<file path="src/rtl/matrix_input_parser_if.sv">
// matrix_input_parser_if
//   Write bus from the matrix input parser toward the multi-matrix storage.
//   The parser drives it through the master modport, and the storage listens
//   through the slave modport.
//   Signals:
//     wr_en    - one-cycle element write strobe
//     wr_idx   - row-major element index
//     wr_data  - element value
//     dim_row  - parsed row count
//     dim_col  - parsed column count
//     commit   - one-cycle pulse; storage latches the dimensions on it
interface matrix_input_parser_if #(
  parameter int DATA_WIDTH = 8
);
  logic                  wr_en;
  logic [4:0]            wr_idx;
  logic [DATA_WIDTH-1:0] wr_data;
  logic [2:0]            dim_row;
  logic [2:0]            dim_col;
  logic                  commit;

  modport master (
    output wr_en,
    output wr_idx,
    output wr_data,
    output dim_row,
    output dim_col,
    output commit
  );

  modport slave (
    input wr_en,
    input wr_idx,
    input wr_data,
    input dim_row,
    input dim_col,
    input commit
  );
endinterface

</file>
<file path="src/rtl/matrix_input_parser.sv">
// matrix_input_parser
//   Parses an ASCII byte stream "rows cols e0 e1 ..." from the UART receiver.
//   Each element is range-checked and emitted as a row-major write. When the
//   matrix is complete, the parser pulses commit toward the storage. Every
//   session ends with a one-cycle done pulse that carries an err_code:
//     0 = ok, 1 = illegal character, 2 = dimension out of range,
//     3 = element value > VAL_MAX.
//   Ports:
//     clk, rst_n     - clock and asynchronous active-low reset
//     start_req      - pulse that arms the parser for one matrix
//     busy           - session in progress
//     rx_valid       - one-cycle strobe qualifying rx_data
//     rx_data        - received ASCII byte
//     done           - end-of-session pulse
//     err_code       - result code, valid with done
//     wr_bus         - element write / dimension / commit bus (master side)
//   Build option:
//     MATRIX_PARSER_ZERO_FILL_EN - when defined, a CR/LF that arrives before
//     all elements are present pads the remaining elements with zeros and
//     commits. When undefined, that CR/LF is an illegal-character error.
module matrix_input_parser #(
  parameter int MAX_SIZE   = 5,
  parameter int DATA_WIDTH = 8,
  parameter int VAL_MAX    = 9
) (
  input  logic                         clk,
  input  logic                         rst_n,
  input  logic                         start_req,
  output logic                         busy,
  input  logic                         rx_valid,
  input  logic [7:0]                   rx_data,
  output logic                         done,
  output logic [1:0]                   err_code,
  matrix_input_parser_if.master        wr_bus
);

  typedef enum logic [2:0] {
    S_IDLE,
    S_GET_ROW,
    S_GET_COL,
    S_GET_ELEM,
    S_FILL,
    S_COMMIT,
    S_ERR
  } state_t;

  localparam logic [1:0] ERR_CHAR = 2'd1;
  localparam logic [1:0] ERR_DIM  = 2'd2;
  localparam logic [1:0] ERR_VAL  = 2'd3;

  state_t                state_q, state_d;
  logic [9:0]            acc_q, acc_d;
  logic                  have_digit_q, have_digit_d;
  logic                  ovf_q, ovf_d;
  logic [4:0]            idx_q, idx_d;
  logic [4:0]            total_q, total_d;
  logic [2:0]            dim_row_q, dim_row_d;
  logic [2:0]            dim_col_q, dim_col_d;
  logic                  wr_en_q, wr_en_d;
  logic [4:0]            wr_idx_q, wr_idx_d;
  logic [DATA_WIDTH-1:0] wr_data_q, wr_data_d;
  logic                  commit_q, commit_d;
  logic                  done_q, done_d;
  logic [1:0]            err_code_q, err_code_d;
  logic                  busy_q, busy_d;

  logic                  is_digit;
  logic                  is_space;
  logic                  is_eol;
  logic [3:0]            digit;
  logic [9:0]            field_limit;
  logic [13:0]           acc_ext;
  logic                  tok_ok_dim;
  logic                  tok_ok_val;
  logic [4:0]            idx_next;

  always_ff @(posedge clk or negedge rst_n) begin
    if (!rst_n) begin
      state_q      <= S_IDLE;
      acc_q        <= '0;
      have_digit_q <= 1'b0;
      ovf_q        <= 1'b0;
      idx_q        <= '0;
      total_q      <= '0;
      dim_row_q    <= 3'd1;
      dim_col_q    <= 3'd1;
      wr_en_q      <= 1'b0;
      wr_idx_q     <= '0;
      wr_data_q    <= '0;
      commit_q     <= 1'b0;
      done_q       <= 1'b0;
      err_code_q   <= '0;
      busy_q       <= 1'b0;
    end else begin
      state_q      <= state_d;
      acc_q        <= acc_d;
      have_digit_q <= have_digit_d;
      ovf_q        <= ovf_d;
      idx_q        <= idx_d;
      total_q      <= total_d;
      dim_row_q    <= dim_row_d;
      dim_col_q    <= dim_col_d;
      wr_en_q      <= wr_en_d;
      wr_idx_q     <= wr_idx_d;
      wr_data_q    <= wr_data_d;
      commit_q     <= commit_d;
      done_q       <= done_d;
      err_code_q   <= err_code_d;
      busy_q       <= busy_d;
    end
  end

  always_comb begin
    state_d      = state_q;
    acc_d        = acc_q;
    have_digit_d = have_digit_q;
    ovf_d        = ovf_q;
    idx_d        = idx_q;
    total_d      = total_q;
    dim_row_d    = dim_row_q;
    dim_col_d    = dim_col_q;
    wr_en_d      = 1'b0;
    wr_idx_d     = wr_idx_q;
    wr_data_d    = wr_data_q;
    commit_d     = 1'b0;
    done_d       = 1'b0;
    err_code_d   = err_code_q;
    busy_d       = busy_q;

    is_digit = (rx_data >= 8'h30) && (rx_data <= 8'h39);
    is_space = (rx_data == 8'h20);
    is_eol   = (rx_data == 8'h0D) || (rx_data == 8'h0A);
    digit    = rx_data[3:0];

    // The overflow flag tracks the limit of the field being parsed. It also
    // covers the 10-bit accumulator range, because both limits are below 1023.
    field_limit = (state_q == S_GET_ELEM) ? 10'(VAL_MAX) : 10'(MAX_SIZE);
    acc_ext     = (14'(acc_q) * 14'd10) + 14'(digit);
    tok_ok_dim  = !ovf_q && (acc_q >= 10'd1) && (acc_q <= 10'(MAX_SIZE));
    tok_ok_val  = !ovf_q && (acc_q <= 10'(VAL_MAX));
    idx_next    = idx_q + 5'd1;

    case (state_q)
      S_IDLE: begin
        busy_d = 1'b0;
        // busy_q is still high in the done cycle, so a start in that cycle
        // is ignored.
        if (start_req && !busy_q) begin
          busy_d       = 1'b1;
          acc_d        = '0;
          have_digit_d = 1'b0;
          ovf_d        = 1'b0;
          idx_d        = '0;
          err_code_d   = '0;
          state_d      = S_GET_ROW;
        end
      end

      S_GET_ROW, S_GET_COL: begin
        if (rx_valid) begin
          if (is_digit) begin
            have_digit_d = 1'b1;
            acc_d        = acc_ext[9:0];
            if (acc_ext > 14'(field_limit)) ovf_d = 1'b1;
          end else if (is_space || is_eol) begin
            // Separators with no pending digits are blank padding.
            if (have_digit_q) begin
              acc_d        = '0;
              have_digit_d = 1'b0;
              ovf_d        = 1'b0;
              if (!tok_ok_dim) begin
                err_code_d = ERR_DIM;
                state_d    = S_ERR;
              end else if (state_q == S_GET_ROW) begin
                dim_row_d = acc_q[2:0];
                state_d   = S_GET_COL;
              end else begin
                dim_col_d = acc_q[2:0];
                total_d   = {2'b00, dim_row_q} * {2'b00, acc_q[2:0]};
                state_d   = S_GET_ELEM;
              end
            end
          end else begin
            err_code_d = ERR_CHAR;
            state_d    = S_ERR;
          end
        end
      end

      S_GET_ELEM: begin
        if (rx_valid) begin
          if (is_digit) begin
            have_digit_d = 1'b1;
            acc_d        = acc_ext[9:0];
            if (acc_ext > 14'(field_limit)) ovf_d = 1'b1;
          end else if (is_space || is_eol) begin
            if (have_digit_q) begin
              acc_d        = '0;
              have_digit_d = 1'b0;
              ovf_d        = 1'b0;
              if (!tok_ok_val) begin
                err_code_d = ERR_VAL;
                state_d    = S_ERR;
              end else begin
                wr_en_d   = 1'b1;
                wr_idx_d  = idx_q;
                wr_data_d = DATA_WIDTH'(acc_q);
                idx_d     = idx_next;
                if (idx_next == total_q) state_d = S_COMMIT;
              end
            end
            // An end of line that arrives while elements are still missing
            // either pads the rest of the matrix or aborts the session.
            if (is_eol && (state_d == S_GET_ELEM)) begin
`ifdef MATRIX_PARSER_ZERO_FILL_EN
              state_d = S_FILL;
`else
              err_code_d = ERR_CHAR;
              state_d    = S_ERR;
`endif
            end
          end else begin
            err_code_d = ERR_CHAR;
            state_d    = S_ERR;
          end
        end
      end

      S_FILL: begin
        // Incoming bytes are dropped while the padding writes go out.
        if (idx_q >= total_q) begin
          state_d = S_COMMIT;
        end else begin
          wr_en_d   = 1'b1;
          wr_idx_d  = idx_q;
          wr_data_d = '0;
          idx_d     = idx_next;
          if (idx_next == total_q) state_d = S_COMMIT;
        end
      end

      S_COMMIT: begin
        commit_d   = 1'b1;
        done_d     = 1'b1;
        err_code_d = '0;
        state_d    = S_IDLE;
      end

      S_ERR: begin
        done_d  = 1'b1;
        state_d = S_IDLE;
      end

      default: begin
        state_d = S_IDLE;
      end
    endcase
  end

  assign busy           = busy_q;
  assign done           = done_q;
  assign err_code       = err_code_q;
  assign wr_bus.wr_en   = wr_en_q;
  assign wr_bus.wr_idx  = wr_idx_q;
  assign wr_bus.wr_data = wr_data_q;
  assign wr_bus.dim_row = dim_row_q;
  assign wr_bus.dim_col = dim_col_q;
  assign wr_bus.commit  = commit_q;

endmodule

</file>
<file path="src/flat_wrapper.sv">
// flat-port wrapper written by rule: the top's interface ports become plain ports
module matrix_input_parser_flat 
#(
  parameter int MAX_SIZE   = 5,
  parameter int DATA_WIDTH = 8,
  parameter int VAL_MAX    = 9
)
  (clk, rst_n, start_req, busy, rx_valid, rx_data, done, err_code, wr_bus_wr_en, wr_bus_wr_idx, wr_bus_wr_data, wr_bus_dim_row, wr_bus_dim_col, wr_bus_commit);
  matrix_input_parser_if #(.DATA_WIDTH(DATA_WIDTH)) wr_bus_i ();
  input  logic clk;
  input  logic rst_n;
  input  logic start_req;
  output logic busy;
  input  logic rx_valid;
  input  logic [7:0] rx_data;
  output logic done;
  output logic [1:0] err_code;
  output wire logic [$bits(wr_bus_i.wr_en)-1:0] wr_bus_wr_en;
  output wire logic [$bits(wr_bus_i.wr_idx)-1:0] wr_bus_wr_idx;
  output wire logic [$bits(wr_bus_i.wr_data)-1:0] wr_bus_wr_data;
  output wire logic [$bits(wr_bus_i.dim_row)-1:0] wr_bus_dim_row;
  output wire logic [$bits(wr_bus_i.dim_col)-1:0] wr_bus_dim_col;
  output wire logic [$bits(wr_bus_i.commit)-1:0] wr_bus_commit;
  assign wr_bus_wr_en = wr_bus_i.wr_en;
  assign wr_bus_wr_idx = wr_bus_i.wr_idx;
  assign wr_bus_wr_data = wr_bus_i.wr_data;
  assign wr_bus_dim_row = wr_bus_i.dim_row;
  assign wr_bus_dim_col = wr_bus_i.dim_col;
  assign wr_bus_commit = wr_bus_i.commit;
  matrix_input_parser #(.MAX_SIZE(MAX_SIZE), .DATA_WIDTH(DATA_WIDTH), .VAL_MAX(VAL_MAX)) u_core (.clk(clk), .rst_n(rst_n), .start_req(start_req), .busy(busy), .rx_valid(rx_valid), .rx_data(rx_data), .done(done), .err_code(err_code), .wr_bus(wr_bus_i));
endmodule
</file>
<file path="config.mk">
export PLATFORM = sky130hd
export DESIGN_NAME = matrix_input_parser_flat
export DESIGN_NICKNAME = d
export VERILOG_FILES = /design/src/rtl/matrix_input_parser_if.sv /design/src/rtl/matrix_input_parser.sv /design/src/flat_wrapper.sv
export SDC_FILE = /design/constraint.sdc
export NUM_CORES = 1
export LEC_CHECK = 0
export ABC_AREA = 0
export CAP_MARGIN = 30
export CORE_UTILIZATION = 41
export DETAILED_ROUTE_END_ITERATION = 7
export MAX_ROUTING_LAYER = met4
export PLACE_DENSITY = 0.63
export SETUP_SLACK_MARGIN = 0.1
export SYNTH_ARGS = -nofsm -noshare
export SYNTH_HDL_FRONTEND = slang
export SYNTH_SLANG_ARGS = --single-unit
</file>
<file path="constraint.sdc">
create_clock -name clk -period 5.7 [get_ports clk]
set_input_delay 0.57 -clock clk [delete_from_list [all_inputs] [get_ports clk]]
set_output_delay 0.57 -clock clk [all_outputs]
set_load 0.02 [all_outputs]
</file>
Word level (Yosys, flattened, before mapping)

Cells that the tools add are included.

Register bits after elaboration: 50
Bits of input ports: 12
Output and inout bits: 25
Word-level logic and storage cells: 166

$add $sub $neg: 2
Multipliers: 2
Order comparisons: 7
Equal/unequal tests: 28
Muxes and demuxes: 83
Bitwise operators: 2
Reduce and logical (&&, ||, !) cells: 27

Operator list:

| operator                | count |
|---|---|
| $mux W5                 | 13 |
| $mux W3                 | 18 |
| $mux W10                | 5 |
| $mux W8                 | 6 |
| $mux W2                 | 12 |
| $reduce_and A7 Y1       | 3 |
| $pmux W10 S2            | 1 |
| $mux W1                 | 19 |
| $eq A8 B4 Y1 const B    | 2 |
| $pmux W8 S2             | 1 |
| $pmux W5 S3             | 1 |
| $add A14 B4 Y14         | 1 |
| $gt A14 B10 Y1          | 1 |
| $mul A10 B3 Y13 const B | 1 |
| $ne A2 B2 Y1 const B    | 6 |
| $pmux W3 S4             | 1 |
| $reduce_and A6 Y1       | 2 |
| $ge A10 B1 Y1 const B   | 1 |
| $le A10 B3 Y1 const B   | 1 |
| $le A10 B4 Y1 const B   | 1 |
| $pmux W5 S2             | 1 |
| $reduce_and A10 Y1      | 1 |
| $eq A3 B2 Y1 const B    | 3 |
| $eq A3 B3 Y1 const B    | 3 |
| other kinds (30)        | 47 |

Longest topological paths before layout

Gate-level depths: netlist of run 1.

Depth in word-level cells: 16
Depth in mapped cells: 11
Depth with buffers taken out: 10

Worst setup path before layout of run 1

OpenSTA, ideal clock, no wires.

Path kind: register to register
Start: register u_core.acc_q[1]
End: register u_core.ovf_q
Setup time: 125 ps
Data arrival time: 2909 ps
Data required time: 5575 ps
Setup slack: 2666 ps
Stages on the path, launching flop included: 10
Buffers on the path: 0
Period minus slack after synthesis: 3034 ps
Cells stage by stage: dfrtp_1 -> ha_1 -> ha_1 -> fa_1 -> o2111ai_1 -> nor4b_1 -> and3_1 -> o21a_1 -> a41o_1 -> mux2_2

Longest elaborated chain between the ends: 5

RTL lines:

| what                        | line                                                   | text |
|---|---|---|
| start: declaration          | matrix_input_parser.sv:52                              | `logic [9:0] acc_q, acc_d;` |
| start signal: assignment    | matrix_input_parser.sv:80                              | `acc_q <= '0;` |
| start signal: assignment    | matrix_input_parser.sv:96                              | `acc_q <= acc_d;` |
| $mul A10 B3 Y13             | matrix_input_parser.sv:138                             | `acc_ext = (14'(acc_q) * 14'd10) + 14'(digit);` |
| $add A14 B4 Y14             | matrix_input_parser.sv:138                             |  |
| $gt A14 B10 Y1              | matrix_input_parser.sv:164, matrix_input_parser.sv:195 |  |
| $ne A3 B3 Y1 (no line)      | -                                                      |  |
| $reduce_and A6 Y1 (no line) | -                                                      |  |
| end signal: assignment      | matrix_input_parser.sv:98                              | `ovf_q <= ovf_d;` |
| end: declaration            | matrix_input_parser.sv:54                              | `logic ovf_q, ovf_d;` |

No other way between the ends.
A chain may end at the register's enable or synchronous reset.

Worst setup path in the final report of run 1

Same ends and word-level chain as after synthesis.

==> results by group, run 1 <==
Pwr
  – Pleak: 1.90 nW
  – Pwr Density: 335 nW/um^2
  – Worst ir drop on vdd: 0.000125 V

Floorplan
  – Die Y: 94.2 um
  – # IOs: 37
  – Core footprint: 8220 um^2
  – Chip width: 94.2 um
  – Starting Density: 42.5%
  – Die area: 8880 um^2
  – # rows: 33

Clocking
  – # clock sinks: 50
  – Root buffer cell: clkbuf_8
  – PostCTS Resize Cnt: 0
  – Clk_lat worst skew: 0.30 ns
  – Clock Path Buffers: 2
  – Cts hold-fix bufs: 0
  – CTS tree: built
  – H-Tree Depth: 2
  – Setup repair bufs after CTS: 0
  – CTS Buf Count: 5
  – Clk pin slew, worst setup/hold paths: 0.09 ns

Final layout
  – Diodes inserted: 0
  – Final Instance Area: 4030 um^2
  – Area Growth Syn to Fin: 15.6%
  – Final nets: 430
  – Layout cells sized above 1: 10.1%

GRT
  – Largest net degree at the start of global routing: 51
  – Gr ovfl total: 0
  – Number of global-route vias before repair: 2,736
  – Total GRT Usage: 19.6%
  – Initial antenna violation count: 0
  – First-pass GRT wire length: 13.4 mm

Synth
  – Sequential share of the synthesized area: 35.9%
  – Cell area after synthesis: 3490 um^2
  – Avg Inst Size Synth: 10.0 um^2
  – Yosys top cell by area: dfrtp_1
  – Post-synth top area share: 34.4%
  – Top_reg_cell synth: dfrtp_1
  – Synth top area cells: dfrtp_1, ha_1, mux2_2
  – Syn Nets: 395
  – Yosys cell types: 67
  – Synth Warn #: 0
  – Synth Register Bits: 50
  – Post-synth EDFFs: 0
  – Post-Synthesis Cells: 349
  – Post-synthesis async set-or-reset flop share: 100%

Route
  – Vias/cell: 5.70
  – Routed Antenna Nets: 0
  – Drt first-iter violations: 116
  – Met2 routed WL: 3.88 mm
  – Met3 wire length: 253 um
  – Drt wl/cell: 15.7 um
  – Vias: 2,795
  – First-pass DRT Iterations: 5
  – Top routing layer in use: met4
  – Drc violations: 0
  – WL final: 7.69 mm
  – Metal1 wirelength: 3.47 mm

Critical path
  – Critical-path cell list: ha_1 > ha_1 > fa_1 > o2111ai_1 > nor4b_1 > and3_1 > o21a_1 > a41o_1 > mux2_2
  – Crit path DAT: 3.60 ns
  – Worst r2r src: u_core.acc_q[1]
  – Maximum fanout along the worst path: 13
  – Critical path's slowest cell: dfrtp_1
  – CP Launch Point: u_core.acc_q[1]
  – CP required: 5.89 ns
  – Crit path kind: flop to flop
  – Critical path's top delay family: adder cells
  – Crit. End Element: flop
  – Setup crit start kind: flop
  – Worst path bufs/invs: 0
  – Critical Path Most Common Cell: ha_1
  – Crit-path max cell delay: 0.61 ns

STA
  – Slew Limit Fails: 0
  – Final hold viol count: 0
  – Rel. slew slack: 41.8%
  – Final setup vio count: 0
  – Post-layout minimum cycle time: 3.40 ns
  – Fin Hold WS: 0.352 ns
  – Worst Tran Pin Value: 0.871 ns
  – Final TNS setup: 0 ns
  – Crit share post-route: 59.7%
  – RSZ-0062 raised after global routing: false
  – Final Skew: 0.0115 ns
  – Fmax: 294 MHz

Worst hold path
  – Hold Path Class: primary input to asynchronous set/reset pin

Placement
  – Gpl congestion: 0.855
  – Buffers on Ports: 36
  – Hpwl dp: 5.92 mm
  – Placed instance area: 3940 um^2

Run status
  – Status: complete, no violations

Run
  – Maxcap violations: 0
sequential cells by signal (all words and copies together) (netlist names):
signal,flops
u_core.ovf_q,1
u_core.have_digit_q,1
u_core.total_q,5
u_core.wr_bus.wr_data,8
u_core.state_q,3
u_core.wr_bus.commit,1
u_core.acc_q,10
u_core.wr_bus.wr_idx,5
u_core.busy,1
u_core.err_code,2
u_core.wr_bus.wr_en,1
u_core.wr_bus.dim_col,3
u_core.idx_q,5
u_core.done,1
u_core.wr_bus.dim_row,3
report_power, final:
group / internal (mW) / switching, mW / leakage [nW]
Combinational: 0.286 / 0.323 / 1.20
Clock: 0.0978 / 0.120 / 0.0472
Sequential: 0.421 / 0.103 / 0.649
Total: 0.805 / 0.546 / 1.90
area by class of cell:
| class | instances | area [um^2] |
|---|---|---|
| fillers | 799 | 4180 |
| multi-input cells | 268 | 2110 |
| flip-flops and latches | 50 | 1250 |
| repair buffers | 37 | 363 |
| well taps | 105 | 131 |
| clock buffers | 6 | 82.6 |
| inverters | 22 | 82.6 |
| clock inverters | 2 | 12.5 |
synth_stat cells (3+ instances only):
cell,instances
nor3_1,8
fa_1,4
nand3_1,8
and4b_1,3
xor2_1,7
mux2_4,4
ha_1,30
xnor2_1,11
buf_2,3
nor3b_1,3
and2_1,11
inv_1,22
o21ai_0,22
clkbuf_1,4
nand2_1,30
a21o_1,6
a21oi_1,18
and3_1,6
a211oi_1,4
a22o_1,6
mux2_2,10
nor2_1,17
nand2b_1,3
o21bai_1,3
dfrtp_1,48
xnor3_1,3
worst register-to-register path: cells and delay by family, from the launching register on:
kind | cells | cell delay [ns]
adder cells (fa/ha/maj) | 3 | 1.15
AND/OR/NAND/NOR | 2 | 0.73
flip-flops | 1 | 0.61
AO/OA/AOI/OAI | 3 | 0.48
multiplexers | 1 | 0.33
per-stage QoR:
step | power (mW) | utilization (%) | setup slack (ns) | std cells
detailed placement | 1.14 | 47.9 | 2.18 | 482
global route | 1.45 | 49.1 | 2.06 | 490
floorplan | 0.961 | - | 2.67 | 349
finish | 1.35 | 49.1 | 2.30 | 490
global placement | 1.13 | 47.9 | 2.24 | 482
CTS | 1.36 | 49.1 | 2.28 | 490
cells by family after synthesis:
logic type / after synthesis / synth area share (%)
buf+inv: 31 / 3.66
fa+ha+maj: 35 / 13.3
xor+xnor: 21 / 6.46
compound gates: 89 / 17.6
mux: 16 / 5.52
simple gates: 107 / 17.4
flops: 50 / 35.9
cells in the final DEF, fill, tap and decap left out, types with 6 or more instances in the layout:
cell	count
dfrtp_1	48
clkdlybuf4s50_1	35
nand2_1	30
ha_1	30
inv_1	22
o21ai_0	22
a21oi_1	18
nor2_1	17
and2_1	11
xnor2_1	11
mux2_2	10
nand3_1	8
nor3_1	8
xor2_1	7
a21o_1	6
and3_1	6
a22o_1	6
clkbuf_8	6
final timing paths:
path | end | cells past startpoint | slack, ns
max in group asynchronous | u_core.acc_q[8] | 2 | 4.92
worst min-delay path | u_core.wr_bus.dim_col[1] | 2 | 0.35
worst max-delay path | u_core.ovf_q | 9 | 2.30
min in group clk | u_core.wr_bus.wr_data[7] | 1 | 0.50
worst max register to register | u_core.ovf_q | 9 | 2.30
worst min register to register | u_core.wr_bus.wr_data[7] | 1 | 0.50
layer usage:
metal	vias up	track usage (%)
met2	60	32.5
met5	-	-
met3	10	2.59
met1	1376	25.2
li1	1349	-
met4	0	5.13
Note: power is estimated with default switching activity, not from simulation.
==> run 2: changes to the inputs <==
- PLACE_DENSITY: 0.63 -> 0.65
- clock period: 5.7 -> 3 ns (I/O delays scaled with it)
==> results by group, run 2 (same netlist as run 1, synthesis figures left out) <==
Floorplan
  – Die Y: 94.2 um (unchanged)
  – Core footprint: 8220 um^2 (unchanged)
  – Starting Density: 42.5% (unchanged)
  – Chip width: 94.2 um (unchanged)
  – Die area: 8880 um^2 (unchanged)
  – # rows: 33 (unchanged)
  – # IOs: 37 (unchanged)

STA
  – Slew Limit Fails: 0 (unchanged)
  – Rel. slew slack: 63.6% (was 41.8%)
  – Worst Tran Pin Value: 0.547 ns (was 0.871 ns)
  – RSZ-0062 raised after global routing: true (was false)
  – Final TNS setup: 0 ns (unchanged)
  – Final setup vio count: 0 (unchanged)
  – Crit share post-route: 95.5% (was 59.7%)
  – Final Skew: 0.00640 ns (was 0.0115 ns)
  – Post-layout minimum cycle time: 2.87 ns (was 3.40 ns)
  – Final hold viol count: 0 (unchanged)
  – Fmax: 349 MHz (was 294 MHz)

Final layout
  – Most common cell after layout, fill and taps aside: dfrtp_1 (unchanged)
  – Diodes inserted: 0 (unchanged)
  – Most frequent cells in the layout: dfrtp_1, clkdlybuf4s50_1, buf_4 (was dfrtp_1, clkdlybuf4s50_1, nand2_1, ha_1)
  – Max reg flops: 10 (unchanged)
  – Final nets: 464 (was 430)
  – Largest Register: u_core.acc_q (unchanged)
  – Layout cells sized above 1: 20.0% (was 10.1%)
  – Final Instance Area: 4420 um^2 (was 4030 um^2)
  – Area Growth Syn to Fin: 26.8% (was 15.6%)

Route
  – Routed Antenna Nets: 0 (unchanged)
  – WL final: 7.93 mm (was 7.69 mm)
  – Drc violations: 0 (unchanged)
  – Vias: 2,887 (was 2,795)
  – Drt wl/cell: 15.1 um (was 15.7 um)
  – Vias/cell: 5.51 (was 5.70)
  – First-pass DRT Iterations: 4 (was 5)
  – Drt first-iter violations: 117 (was 116)

Clocking
  – Root buffer cell: clkbuf_8 (unchanged)
  – Clk pin slew, worst setup/hold paths: 0.10 ns (was 0.09 ns)
  – # clock sinks: 50 (unchanged)
  – CTS Buf Count: 5 (unchanged)
  – Clock Path Buffers: 2 (unchanged)
  – CTS tree: built (unchanged)
  – Clk_lat worst skew: 0.31 ns (was 0.30 ns)
  – H-Tree Depth: 2 (unchanged)

Placement
  – Gpl congestion: 0.875 (was 0.855)
  – Buffers on Ports: 36 (unchanged)
  – Placed instance area: 4210 um^2 (was 3940 um^2)
  – Hpwl dp: 6.21 mm (was 5.92 mm)

Worst hold path
  – Hold Path Class: flop to flop (was primary input to asynchronous set/reset pin)
  – Hold Path Cell Cnt: 1

Critical path
  – Setup crit start kind: flop (unchanged)
  – Maximum fanout along the worst path: 3 (was 13)
  – CP required: 3.20 ns (was 5.89 ns)
  – Crit. End Element: flop (unchanged)
  – Worst reg2reg path depth: 10 (was 9)
  – Crit path DAT: 3.07 ns (was 3.60 ns)
  – Crit path kind: flop to flop (unchanged)

GRT
  – Total GRT Usage: 20.5% (was 19.6%)
  – Gr ovfl total: 0 (unchanged)
  – Number of global-route vias before repair: 2,942 (was 2,736)
  – First-pass GRT wire length: 14.0 mm (was 13.4 mm)
  – Initial antenna violation count: 0 (unchanged)
  – Largest net degree at the start of global routing: 30 (was 51)

Pwr
  – Pleak: 2.07 nW (was 1.90 nW)
  – Worst ir drop on vdd: 0.000362 V (was 0.000125 V)
  – Pwr Density: 641 nW/um^2 (was 335 nW/um^2)

Run
  – Maxcap violations: 0 (unchanged)

Run status
  – Status: complete, no violations (unchanged)
-- run 2: critical path, stage by stage (launching register included) --
cell and delay (ns):
dfrtp_1 0.42, ha_4 0.26, ha_4 0.17, fa_2 0.61, buf_4 0.14, xnor2_1 0.07, nor3b_1 0.18, o221a_2 0.23
and4_1 0.18, a41o_1 0.17, mux2_2 0.32
-- run 2: path summary, 6_finish.rpt --
kind                                          startpoint                       end  slack (ns)
worst max-delay path                     u_core.acc_q[1]              u_core.ovf_q        0.13
worst min-delay path            u_core.wr_bus.wr_data[6]  u_core.wr_bus.wr_data[6]        0.49
worst max register to register           u_core.acc_q[1]              u_core.ovf_q        0.13
worst min register to register  u_core.wr_bus.wr_data[6]  u_core.wr_bus.wr_data[6]        0.49
max in group asynchronous                          rst_n   u_core.wr_bus.wr_idx[3]        1.96
min in group asynchronous                          rst_n  u_core.wr_bus.dim_row[1]        0.50
-- run 2: area by class of cell --
cell class,instances,area (um^2)
Clock buffer,5,68.8
Inverter,22,82.6
Fill cell,739,3790
Tap cell,105,131
Sequential cell,50,1250
Multi-Input combinational cell,268,2210
Timing Repair Buffer,71,633
Clock inverter,3,43.8
-- run 2: per-layer routing --
layer	GRT usage [%]	wire (um)
met5	-	0
met4	5.90	120
met3	2.91	261
met2	32.2	3700
met1	27.4	3850
-- run 2: what timing repair did --
action / 4_1_cts / 5_1_grt
setup buffers: 0 / 1
endpoints found under the setup margin: 1 / 2
hold buffers: 1 / 0
hold endpoints to repair: 19 / 0
resized for setup: 3 / 8
pin swaps: 3 / 3
-- run 2: report_power, final --
part / switching [mW] / total (mW) / internal, mW
Combinational: 0.719 / 1.40 / 0.684
Sequential: 0.145 / 0.947 / 0.802
Clock: 0.237 / 0.487 / 0.250
-- run 2: stage by stage --
step / setup WS (ns) / instances / util, % / power (mW) / hold slack, ns
detailed placement: -0.112 / 514 / 51.3 / 2.31 / 0.323
global placement: -0.0750 / 513 / 51.0 / 2.28 / 0.470
finish: 0.134 / 524 / 53.8 / 2.84 / 0.493
global route: 0.0318 / 524 / 53.8 / 3.05 / 0.514
floorplan: 0.116 / 349 / - / 1.84 / 0.00441
CTS: 0.102 / 523 / 53.0 / 2.81 / 0.496
==> run 3: changes to the inputs <==
- CORE_UTILIZATION: 41 -> 52
- PLACE_DENSITY: 0.65 -> 0.79
==> results by group, run 3 (same netlist as run 1, synthesis figures left out) <==
Critical path
  – Critical path endpoint: u_core.ovf_q (unchanged)
  – R2r endpoint: u_core.ovf_q (unchanged)
  – Critical path's top delay family: adder cells (unchanged)
  – Crit path kind: flop to flop (unchanged)
  – CP required: 3.19 ns (was 3.20 ns)
  – Setup crit start kind: flop (unchanged)
  – Crit-path max cell delay: 0.42 ns (was 0.61 ns)
  – Critical-path cell list: buf_4 > buf_4 > fa_1 > xor2_1 > ha_1 > and4b_1 > o221a_2 > and4_1 > a41o_1 > mux2_4 (was ha_4 > ha_4 > fa_2 > buf_4 > xnor2_1 > nor3b_1 > o221a_2 > and4_1 > a41o_1 > mux2_2)
  – Crit. path cell count: 10 (unchanged)
  – Crit path DAT: 3.09 ns (was 3.07 ns)
  – Worst reg2reg path depth: 10 (unchanged)
  – CP Launch Point: u_core.acc_q[1] (unchanged)
  – Critical path's slowest cell: fa_1 (was fa_2)
  – Maximum fanout along the worst path: 12 (was 3)
  – Critical Path Most Common Cell: buf_4 (was ha_4)
  – Crit. End Element: flop (unchanged)
  – Worst r2r src: u_core.acc_q[1] (unchanged)
  – Worst path bufs/invs: 2 (was 1)
  – Flop2flop setup slack: 0.10 ns (was 0.13 ns)

Route
  – Routed Antenna Nets: 0 (unchanged)
  – First-pass DRT Iterations: 6 (was 4)
  – Vias: 2,888 (was 2,887)
  – Vias/cell: 5.85 (was 5.51)
  – WL final: 8.04 mm (was 7.93 mm)
  – Drc violations: 10 (was 0)
  – Drt wl/cell: 16.3 um (was 15.1 um)
  – Drt first-iter violations: 170 (was 117)

Floorplan
  – Chip width: 83.9 um (was 94.2 um)
  – # rows: 29 (was 33)
  – Die Y: 83.9 um (was 94.2 um)
  – Starting Density: 54.3% (was 42.5%)
  – # IOs: 37 (unchanged)
  – Die area: 7040 um^2 (was 8880 um^2)
  – Core footprint: 6420 um^2 (was 8220 um^2)

Final layout
  – Most frequent cells in the layout: dfrtp_1, clkdlybuf4s50_1, buf_4 (unchanged)
  – Largest Register: u_core.acc_q (unchanged)
  – Final nets: 462 (was 464)
  – Area Growth Syn to Fin: 25.0% (was 26.8%)
  – Final Instance Area: 4360 um^2 (was 4420 um^2)
  – Layout cells sized above 1: 20.4% (was 20.0%)
  – # fillers: 524 (was 739)
  – Max reg flops: 10 (unchanged)
  – Diodes inserted: 0 (unchanged)
  – Most common cell after layout, fill and taps aside: dfrtp_1 (unchanged)

Pwr
  – Worst ir drop on vdd: 0.000378 V (was 0.000362 V)
  – Comb power frac: 53.0% (was 49.5%)
  – Pleak: 2.04 nW (was 2.07 nW)
  – Internal power: 1.67 mW (was 1.74 mW)
  – Pwr Density: 635 nW/um^2 (was 641 nW/um^2)
  – Switching Fraction: 39.8% (was 38.8%)
  – P_sw: 1.10 mW (about the same)
  – Sequential Power Share: 33.1% (was 33.4%)
  – Clock power share: 13.8% (was 17.2%)

GRT
  – Number of global-route vias before repair: 2,944 (was 2,942)
  – Total GRT Usage: 25.0% (was 20.5%)
  – Largest net degree at the start of global routing: 32 (was 30)
  – Initial antenna violation count: 0 (unchanged)
  – First-pass GRT wire length: 13.7 mm (was 14.0 mm)
  – Gr ovfl total: 0 (unchanged)

Clocking
  – H-Tree Depth: 2 (unchanged)
  – # clock sinks: 50 (unchanged)
  – CTS tree: built (unchanged)
  – Root buffer cell: clkbuf_8 (unchanged)
  – Clock Path Buffers: 2 (unchanged)
  – Cts hold-fix bufs: 0 (was 1)
  – Clk_lat worst skew: 0.30 ns (was 0.31 ns)
  – Clk pin slew, worst setup/hold paths: 0.09 ns (was 0.10 ns)
  – CTS Buf Count: 5 (unchanged)

STA
  – RSZ-0062 raised after global routing: true (unchanged)
  – Worst Tran Pin Value: 0.701 ns (was 0.547 ns)
  – Final hold viol count: 0 (unchanged)
  – Final Skew: 0.00628 ns (was 0.00640 ns)
  – Crit share post-route: 96.5% (was 95.5%)
  – Fmax: 345 MHz (was 349 MHz)
  – Final TNS setup: 0 ns (unchanged)
  – Post-layout minimum cycle time: 2.90 ns (was 2.87 ns)
  – Rel. slew slack: 53.3% (was 63.6%)
  – Slew Limit Fails: 0 (unchanged)
  – Final setup vio count: 0 (unchanged)

Run
  – Maxcap violations: 0 (unchanged)

Placement
  – Gpl congestion: 0.918 (was 0.875)
  – Placed instance area: 4140 um^2 (was 4210 um^2)
  – Hpwl dp: 5.99 mm (was 6.21 mm)
  – Buffers on Ports: 36 (unchanged)

Run status
  – Status: finished with violations (was complete, no violations)
  – Failing checks: DRC

Worst hold path
  – Hold Path Class: primary input to asynchronous set/reset pin (was flop to flop)
==> run 3: cell count changes in the layout (fill, tap and decap cells not counted), moves of 2 or more <==
cell	change
dfrtp_1	-2
ha_4	+2
ha_1	-2
dfrtp_2	+2
==> run 3: layout make-up <==
cell class                 instances  area, um^2  share of cell area [%]
clock inverter                     2        13.8                   0.316
multi-input combinational        268        2230                    51.3
inverter                          22        82.6                    1.89
timing repair buffer              69         603                    13.8
sequential                        50        1260                    28.8
clock buffer                       6        72.6                    1.66
tap                               77        96.3                    2.21
==> run 3: repair_timing <==
item	4_1_cts	5_1_grt
pin swaps	4	9
gates resized for setup	9	6
setup endpoints to repair	1	1
gates cloned	0	0
setup buffers	0	3
==> run 3: worst min path at each step <==
stage	start	cells past startpoint	slack [ns]	endpoint
2_1_floorplan	rst_n	0	0.004	u_core.acc_q[0]
3_3_place_gp	rst_n	1	0.38	u_core.wr_bus.dim_col[1]
3_5_place_dp	rst_n	1	0.39	u_core.wr_bus.dim_col[2]
4_1_cts	rst_n	1	0.06	u_core.wr_bus.wr_en
5_1_grt	rst_n	1	0.08	u_core.wr_bus.dim_col[2]
6_report	rst_n	1	0.04	u_core.wr_bus.wr_en
==> run 3: worst register-to-register path: stages (launching register included) <==
cell     delay (ns)
dfrtp_1        0.41
buf_4          0.14
buf_4          0.17
fa_1           0.42
xor2_1         0.23
ha_1           0.28
and4b_1        0.18
o221a_2        0.24
and4_1         0.18
a41o_1         0.24
mux2_4         0.30
==> run 3: power by group through the flow <==
stage	Clock (mW)	Sequential, mW	Combinational (mW)
final	0.383	0.917	1.47
after global routing	0.436	0.936	1.61
after CTS	0.396	0.915	1.42
after detailed placement	0	0.924	1.38
after global placement	0	0.916	1.35
after floorplan	0	0.980	0.857
==> run 3: metrics by stage <==
| stage | cells | hold slack, ns | util, % | total power [mW] | setup slack, ns |
|---|---|---|---|---|---|
| floorplan | 349 | 0.00441 | - | 1.84 | 0.116 |
| global placement | 483 | 0.375 | 64.5 | 2.27 | -0.0585 |
| detailed placement | 483 | 0.394 | 64.5 | 2.31 | -0.117 |
| CTS | 491 | 0.0620 | 66.8 | 2.73 | 0.104 |
| global route | 494 | 0.0824 | 67.9 | 2.98 | -0.00255 |
| finish | 494 | 0.0396 | 67.9 | 2.77 | 0.104 |
==> run 3: metal layers <==
layer  track usage [%]  up-vias  part of all wire, %
li1                  -     1400                    -
met1              32.0     1412                   47
met2              41.9       65                   48
met3              3.17       11                  3.7
met4              6.58        0                  1.2
met5                 -        -                    0
